[src/rtl/lbp_pkg.sv]
// Shared constants, state encoding and bit helpers for the LBP histogram stage.
package lbp_pkg;

    localparam int IMG_W          = 8;
    localparam int NBINS          = 10;
    localparam int CNT_W          = 6;
    localparam int INTERIOR       = (IMG_W - 2) * (IMG_W - 2);
    localparam int NONUNIFORM_BIN = 9;
    localparam int ADDR_W         = 6;
    localparam int BIN_W          = 4;

    localparam logic [2:0] LAST_RC = 3'(IMG_W - 3);

    localparam logic [2:0] S_IDLE  = 3'd0;
    localparam logic [2:0] S_READ  = 3'd1;
    localparam logic [2:0] S_DRAIN = 3'd2;
    localparam logic [2:0] S_WRITE = 3'd3;
    localparam logic [2:0] S_DONE  = 3'd4;

    function automatic logic [3:0] popcount8(input logic [7:0] v);
        logic [3:0] n;
        n = '0;
        for (int i = 0; i < 8; i++) begin
            n = n + {3'b000, v[i]};
        end
        return n;
    endfunction

    // Interior row/col 0..5 map to image row/col 1..6 of the 8x8 code memory.
    function automatic logic [ADDR_W-1:0] interior_addr(input logic [2:0] r, input logic [2:0] c);
        logic [2:0] rr;
        logic [2:0] cc;
        rr = r + 3'd1;
        cc = c + 3'd1;
        return {rr, cc};
    endfunction

endpackage

[src/rtl/lbp_riu2_map.sv]
// Rotation-invariant uniform (riu2) bin for one 8-bit LBP code.
module lbp_riu2_map
    import lbp_pkg::*;
(
    input  logic [7:0]       code,
    output logic [BIN_W-1:0] bin
);

    logic [3:0] ones;
    logic [3:0] trans;

    // Rotating right by one lines code[i+1] up with code[i], wrapping bit 7 to bit 0.
    always_comb begin
        ones  = popcount8(code);
        trans = popcount8(code ^ {code[0], code[7:1]});
        bin   = (trans <= 4'd2) ? ones : 4'(NONUNIFORM_BIN);
    end

endmodule

[src/rtl/lbp_hist.sv]
// Reads the 6x6 interior of the LBP code memory, builds a riu2 histogram and writes it out.
//
//  state   | meaning
//  --------+-----------------------------------------------------------
//  S_IDLE  | wait for start; finish holds its last value
//  S_READ  | issue 36 interior reads, one per cycle
//  S_DRAIN | no request; last returned code is accumulated
//  S_WRITE | write bins 0..9 to the histogram memory
//  S_DONE  | raise finish, return to idle
module lbp_hist
    import lbp_pkg::*;
(
    input  logic              clk,
    input  logic              reset,
    input  logic              start,
    output logic [ADDR_W-1:0] lbp_raddr,
    output logic              lbp_rreq,
    input  logic [7:0]        lbp_rdata,
    output logic [BIN_W-1:0]  hist_addr,
    output logic              hist_write,
    output logic [CNT_W-1:0]  hist_data,
    output logic              finish
);

    logic [2:0]        state_q,   state_d;
    logic [2:0]        row_q,     row_d;
    logic [2:0]        col_q,     col_d;
    logic [BIN_W-1:0]  bin_idx_q, bin_idx_d;
    logic              valid_q,   valid_d;
    logic [CNT_W-1:0]  cnt_q [NBINS];
    logic [CNT_W-1:0]  cnt_d [NBINS];
    logic [ADDR_W-1:0] raddr_q,   raddr_d;
    logic              rreq_q,    rreq_d;
    logic [BIN_W-1:0]  haddr_q,   haddr_d;
    logic              hwrite_q,  hwrite_d;
    logic [CNT_W-1:0]  hdata_q,   hdata_d;
    logic              finish_q,  finish_d;

    logic [BIN_W-1:0]  code_bin;
    logic [2:0]        row_nx;
    logic [2:0]        col_nx;

    lbp_riu2_map u_riu2_map (
        .code (lbp_rdata),
        .bin  (code_bin)
    );

    always_comb begin
        state_d   = state_q;
        row_d     = row_q;
        col_d     = col_q;
        bin_idx_d = bin_idx_q;
        valid_d   = rreq_q;
        cnt_d     = cnt_q;
        raddr_d   = raddr_q;
        rreq_d    = 1'b0;
        haddr_d   = haddr_q;
        hwrite_d  = 1'b0;
        hdata_d   = hdata_q;
        finish_d  = finish_q;

        row_nx = (col_q == LAST_RC) ? row_q + 3'd1 : row_q;
        col_nx = (col_q == LAST_RC) ? 3'd0 : col_q + 3'd1;

        if (valid_q && (cnt_q[code_bin] != '1)) begin
            cnt_d[code_bin] = cnt_q[code_bin] + 1'b1;
        end

        // Read requests are registered from the next pixel so each address is on the port during its READ cycle.
        case (state_q)
            S_IDLE: begin
                if (start) begin
                    state_d   = S_READ;
                    row_d     = 3'd0;
                    col_d     = 3'd0;
                    bin_idx_d = '0;
                    finish_d  = 1'b0;
                    for (int b = 0; b < NBINS; b++) begin
                        cnt_d[b] = '0;
                    end
                    rreq_d  = 1'b1;
                    raddr_d = interior_addr(3'd0, 3'd0);
                end
            end
            S_READ: begin
                if ((row_q == LAST_RC) && (col_q == LAST_RC)) begin
                    state_d = S_DRAIN;
                end else begin
                    row_d   = row_nx;
                    col_d   = col_nx;
                    rreq_d  = 1'b1;
                    raddr_d = interior_addr(row_nx, col_nx);
                end
            end
            S_DRAIN: begin
                state_d   = S_WRITE;
                bin_idx_d = '0;
            end
            S_WRITE: begin
                hwrite_d = 1'b1;
                haddr_d  = bin_idx_q;
                hdata_d  = cnt_q[bin_idx_q];
                if (bin_idx_q == 4'(NBINS - 1)) begin
                    state_d = S_DONE;
                end else begin
                    bin_idx_d = bin_idx_q + 1'b1;
                end
            end
            S_DONE: begin
                finish_d = 1'b1;
                state_d  = S_IDLE;
            end
            default: begin
                state_d = S_IDLE;
            end
        endcase
    end

    always_ff @(posedge clk) begin
        if (reset) begin
            state_q   <= S_IDLE;
            row_q     <= '0;
            col_q     <= '0;
            bin_idx_q <= '0;
            valid_q   <= 1'b0;
            for (int b = 0; b < NBINS; b++) begin
                cnt_q[b] <= '0;
            end
            raddr_q   <= '0;
            rreq_q    <= 1'b0;
            haddr_q   <= '0;
            hwrite_q  <= 1'b0;
            hdata_q   <= '0;
            finish_q  <= 1'b0;
        end else begin
            state_q   <= state_d;
            row_q     <= row_d;
            col_q     <= col_d;
            bin_idx_q <= bin_idx_d;
            valid_q   <= valid_d;
            cnt_q     <= cnt_d;
            raddr_q   <= raddr_d;
            rreq_q    <= rreq_d;
            haddr_q   <= haddr_d;
            hwrite_q  <= hwrite_d;
            hdata_q   <= hdata_d;
            finish_q  <= finish_d;
        end
    end

    assign lbp_raddr  = raddr_q;
    assign lbp_rreq   = rreq_q;
    assign hist_addr  = haddr_q;
    assign hist_write = hwrite_q;
    assign hist_data  = hdata_q;
    assign finish     = finish_q;

endmodule

[config.mk]
export PLATFORM = sky130hd
export DESIGN_NAME = lbp_hist
export DESIGN_NICKNAME = d
export VERILOG_FILES = /design/src/rtl/lbp_pkg.sv /design/src/rtl/lbp_riu2_map.sv /design/src/rtl/lbp_hist.sv
export SDC_FILE = /design/constraint.sdc
export NUM_CORES = 1
export LEC_CHECK = 0
export ABC_CLOCK_PERIOD_IN_PS = 10000
export CORE_AREA = 2 2 113 115
export DETAILED_ROUTE_END_ITERATION = 8
export DIE_AREA = 0 0 115 117
export PLACE_DENSITY = 0.59
export SLEW_MARGIN = 20
export SYNTH_ARGS = -nofsm -noshare
export SYNTH_HDL_FRONTEND = slang
export SYNTH_SLANG_ARGS = --single-unit
[constraint.sdc]
create_clock -name clk -period 10 [get_ports clk]
set_input_delay 3 -clock clk [delete_from_list [all_inputs] [get_ports clk]]
set_output_delay 3 -clock clk [all_outputs]
set_load 0.005 [all_outputs]
==> results.md <==
- Reg2reg setup slack: about 6.6 ns
- Critical path's top delay family: adder cells
- Final #Nets: roughly 630
- Layout area overhead: 13.4%
- Mean Syn Cell Area: about 9.3 sq um
- Gates resized, CTS repair: 0
- CP Launch Type: input port
- Cts hold-fix bufs: 0
- WL per Instance: between 15 and 20 microns
- TNS Setup: 0 ns
- Max rail drop VDD: 0.106 mV
- Slew @ Worst Pin: 1.02 ns
- Setup violations, final: 0
- Final Hold Fails: 0
- Starting Density: approximately 43%
- Total Die Area: 13500 sq um
- Max Cap Violations: 0
- Count leader, synth: dfxtp_1
- Net Sw Frac: between 40 and 50%
- CP max stage delay: slightly below 0.7 ns
- Lkg Pwr: about 2.0 nW
- Yosys reg bits: 93
- Share of cells above drive strength 1: a little over an eighth
- Synth cell count leaders: dfxtp_1 (93), nor2_1 (80), a21oi_1 (47)
- Slew Viols, Final: 0
- Detail Route Antenna Nets: 0
- DP HPWL: about 10 mm
- Vias in the first global route: 4198
- Vias per inst: about 6.0
- Setup Skew: ~0.0080 ns
- FFs w/ async S/R, synth: 0%
- Num CTS Buffers: 9
- Most used cell, CP: fa_1
- Clock sink count: 93
- IO Pins: 30
- Dominant cells by area after synthesis: dfxtp_1 (35%), mux4_2 (8.0%), mux2i_1 (6.9%)
- Worst hold path type: flop to flop
- Syn Inst Count: between 500 and 600
- Post-synth EDFFs: 0
- Setup crit end kind: flop
- Crit-path max FO: 17
- Maximum clock frequency: ~110 MHz
- Routed wire length: approximately 15 mm
- Placed cell areas: approximately 5800 sq um
- Top_reg_cell synth: dfxtp_1
- CTS tree: yes
- Int Power: roughly 0.00075 W
- Outcome: complete, no violations
- Worst path required time: slightly above 10 ns
- Synth warn: 0
- Die Wd: ~120 microns
- Post-synth top area cell: dfxtp_1
- Post-CTS setup repair buffer count: 0
- Max Root-Sink Buffers: 2
- Initial DRT Pass Iterations: 6
- Die span in y: roughly 120 microns
- Fin area: a little over 6000 sq um
- CORE AREA: roughly 12000 sq um
- Sequential fraction of design power: between 20 and 30%
- Switch Pwr: 0.000550 W
- Critical Path Slowest Stage Cell: a211oi_1
- # diodes: 0
- Netlist cell types: 67
- Drc violations: 0
- RSZ-0062 raised after global routing: no
- Worst path cell trace: clkdlybuf4s50_1 > ha_1 > ha_1 > inv_1 > fa_1 > fa_1 > fa_1 > fa_1 > o2bb2ai_2 > nor4_1 > o32ai_1 > inv_1 > ha_1 > a21bo_1 > nor4_2 > buf_4 > a211oi_1 > a21oi_1 > a211oi_1
- First DRT Iteration DRCs: about 360
- First-pass GRT wire length: 23.3 mm
- # rows: 41
- Worst skew pair latency: around 0.36 ns
- Max transition margin: between 30% and 40%
- Logic pwr share: about 45%
- Clock Root Buffer: clkbuf_16
- Post-synthesis sequential area ratio: around a third
- Crit path buf inv count: 4
- PwrDens: between 200 and 250 nW/um^2
- Synth top area share: 34.8%
- Syn Nets: around 600
- Worst setup path class: input port to flop
- GRT Overall Usage: between 20% and 30%
- Grt total ovfl: 0
- Synth Cell Area: 5350 sq um
- DR vias: between 4000 and 5000
- Clock-pin slew on the worst setup and hold paths: approximately 0.060 ns
- H-tree levels: 3
- Initial antenna violation count: 0
- Tmin final: just under 9 ns
- CP arrival: between 9 and 10 ns
- IO buf count: 29
- Largest net degree at the start of global routing: 48
- Final period util: between 80% and 90%
- Clock power frac: about a quarter
- Placer Congestion: a little under 1
[area by class of cell]
class	instances	area, sq um
Multi-Input combinational cell	424	3230
Tap cell	150	188
Timing Repair Buffer	45	410
Clock inverter	4	31.3
Sequential cell	93	1860
Clock buffer	12	256
Inverter	23	86.3
Fill cell	1179	6240
[worst paths after layout]
check	startpoint	cells after the start	to
max	lbp_rdata[0]	19	cnt_q[34]$_SDFF_PP0_
min	hist_addr[2]$_SDFFE_PP0P_	2	hist_addr[2]$_SDFFE_PP0P_
max reg2reg	cnt_q[42]$_SDFF_PP0_	12	cnt_q[34]$_SDFF_PP0_
min reg2reg	hist_addr[2]$_SDFFE_PP0P_	2	hist_addr[2]$_SDFFE_PP0P_
[per-layer routing]
metal | track usage, % | vias up | part of all wire (%)
li1 | - | 2153 | -
met1 | 31.5 | 2175 | 47
met2 | 35.2 | 141 | 45
met3 | 5.15 | 31 | 6.1
met4 | 8.59 | 0 | 2.5
met5 | 0 | - | 0
[through the flow]
| step | cells | power [W] | utilization [%] | setup slack, ns | hold WS (ns) |
|---|---|---|---|---|---|
| 6_report | 751 | 0.00130 | 49.3 | 1.12 | 0.456 |
| 5_1_grt | 751 | 0.00137 | 49.3 | 0.706 | 0.477 |
| 4_1_cts | 751 | 0.00130 | 49.3 | 1.17 | 0.460 |
| 3_5_place_dp | 735 | 0.000963 | 46.9 | 0.813 | 0.451 |
| 3_3_place_gp | 735 | 0.000961 | 46.9 | 0.941 | 0.447 |
| 2_1_floorplan | 577 | 0.000788 | - | 1.67 | 0.453 |
[registers in the layout, indices dropped and copies added (netlist names)]
register / cells
col_q: 3
bin_idx_q: 4
lbp_rreq: 1
finish: 1
hist_addr: 4
hist_data: 6
cnt_q: 60
valid_q: 1
row_q: 3
state_q: 3
lbp_raddr: 6
hist_write: 1
[tightest hold or removal path, cell delays in order, from the launching register on]
cell	delay, ns
dfxtp_1	0.31
nand2_1	0.05
a21oi_1	0.05
[power by group through the flow]
stage	Sequential, W	Clock (W)	Combinational, W
3_5_place_dp	0.000393	0	0.000571
4_1_cts	0.000384	0.000343	0.000574
3_3_place_gp	0.000392	0	0.000569
6_report	0.000384	0.000333	0.000583
2_1_floorplan	0.000390	0	0.000397
5_1_grt	0.000385	0.000359	0.000625
[placed cells by master, fill, tap and decap left out, types with 3 or more instances in the layout]
| master | instances |
|---|---|
| xor2_1 | 7 |
| nor4_1 | 5 |
| buf_4 | 16 |
| clkdlybuf4s50_1 | 29 |
| o221ai_1 | 6 |
| inv_1 | 22 |
| a21oi_1 | 47 |
| nand2b_1 | 4 |
| or2_2 | 3 |
| a22oi_1 | 3 |
| nor2_2 | 3 |
| nand3_1 | 11 |
| mux4_2 | 19 |
| mux2_2 | 3 |
| nor2_1 | 80 |
| ha_1 | 12 |
| o21ai_0 | 27 |
| nor3_1 | 23 |
| fa_1 | 8 |
| o21a_1 | 4 |
| clkbuf_16 | 9 |
| nor3b_1 | 5 |
| mux2i_1 | 37 |
| a21oi_2 | 5 |
| a211oi_1 | 22 |
| xnor2_1 | 9 |
| nand2_1 | 28 |
| dfxtp_1 | 93 |
| a31oi_1 | 7 |
[cell families (layout without fill, tap and decap cells)]
family | after synthesis | in the layout | synth area share, %
AND/OR/NAND/NOR | 180 | 180 | 16.1
AO/OA/AOI/OAI | 149 | 149 | 20.2
flip-flops | 93 | 93 | 34.8
buffers and inverters | 60 | 84 | 4.91
multiplexers | 59 | 59 | 15.5
adder cells (fa/ha/maj) | 20 | 20 | 5.80
XOR/XNOR | 16 | 16 | 2.62
No activity file was read; power rests on OpenSTA's default activity.
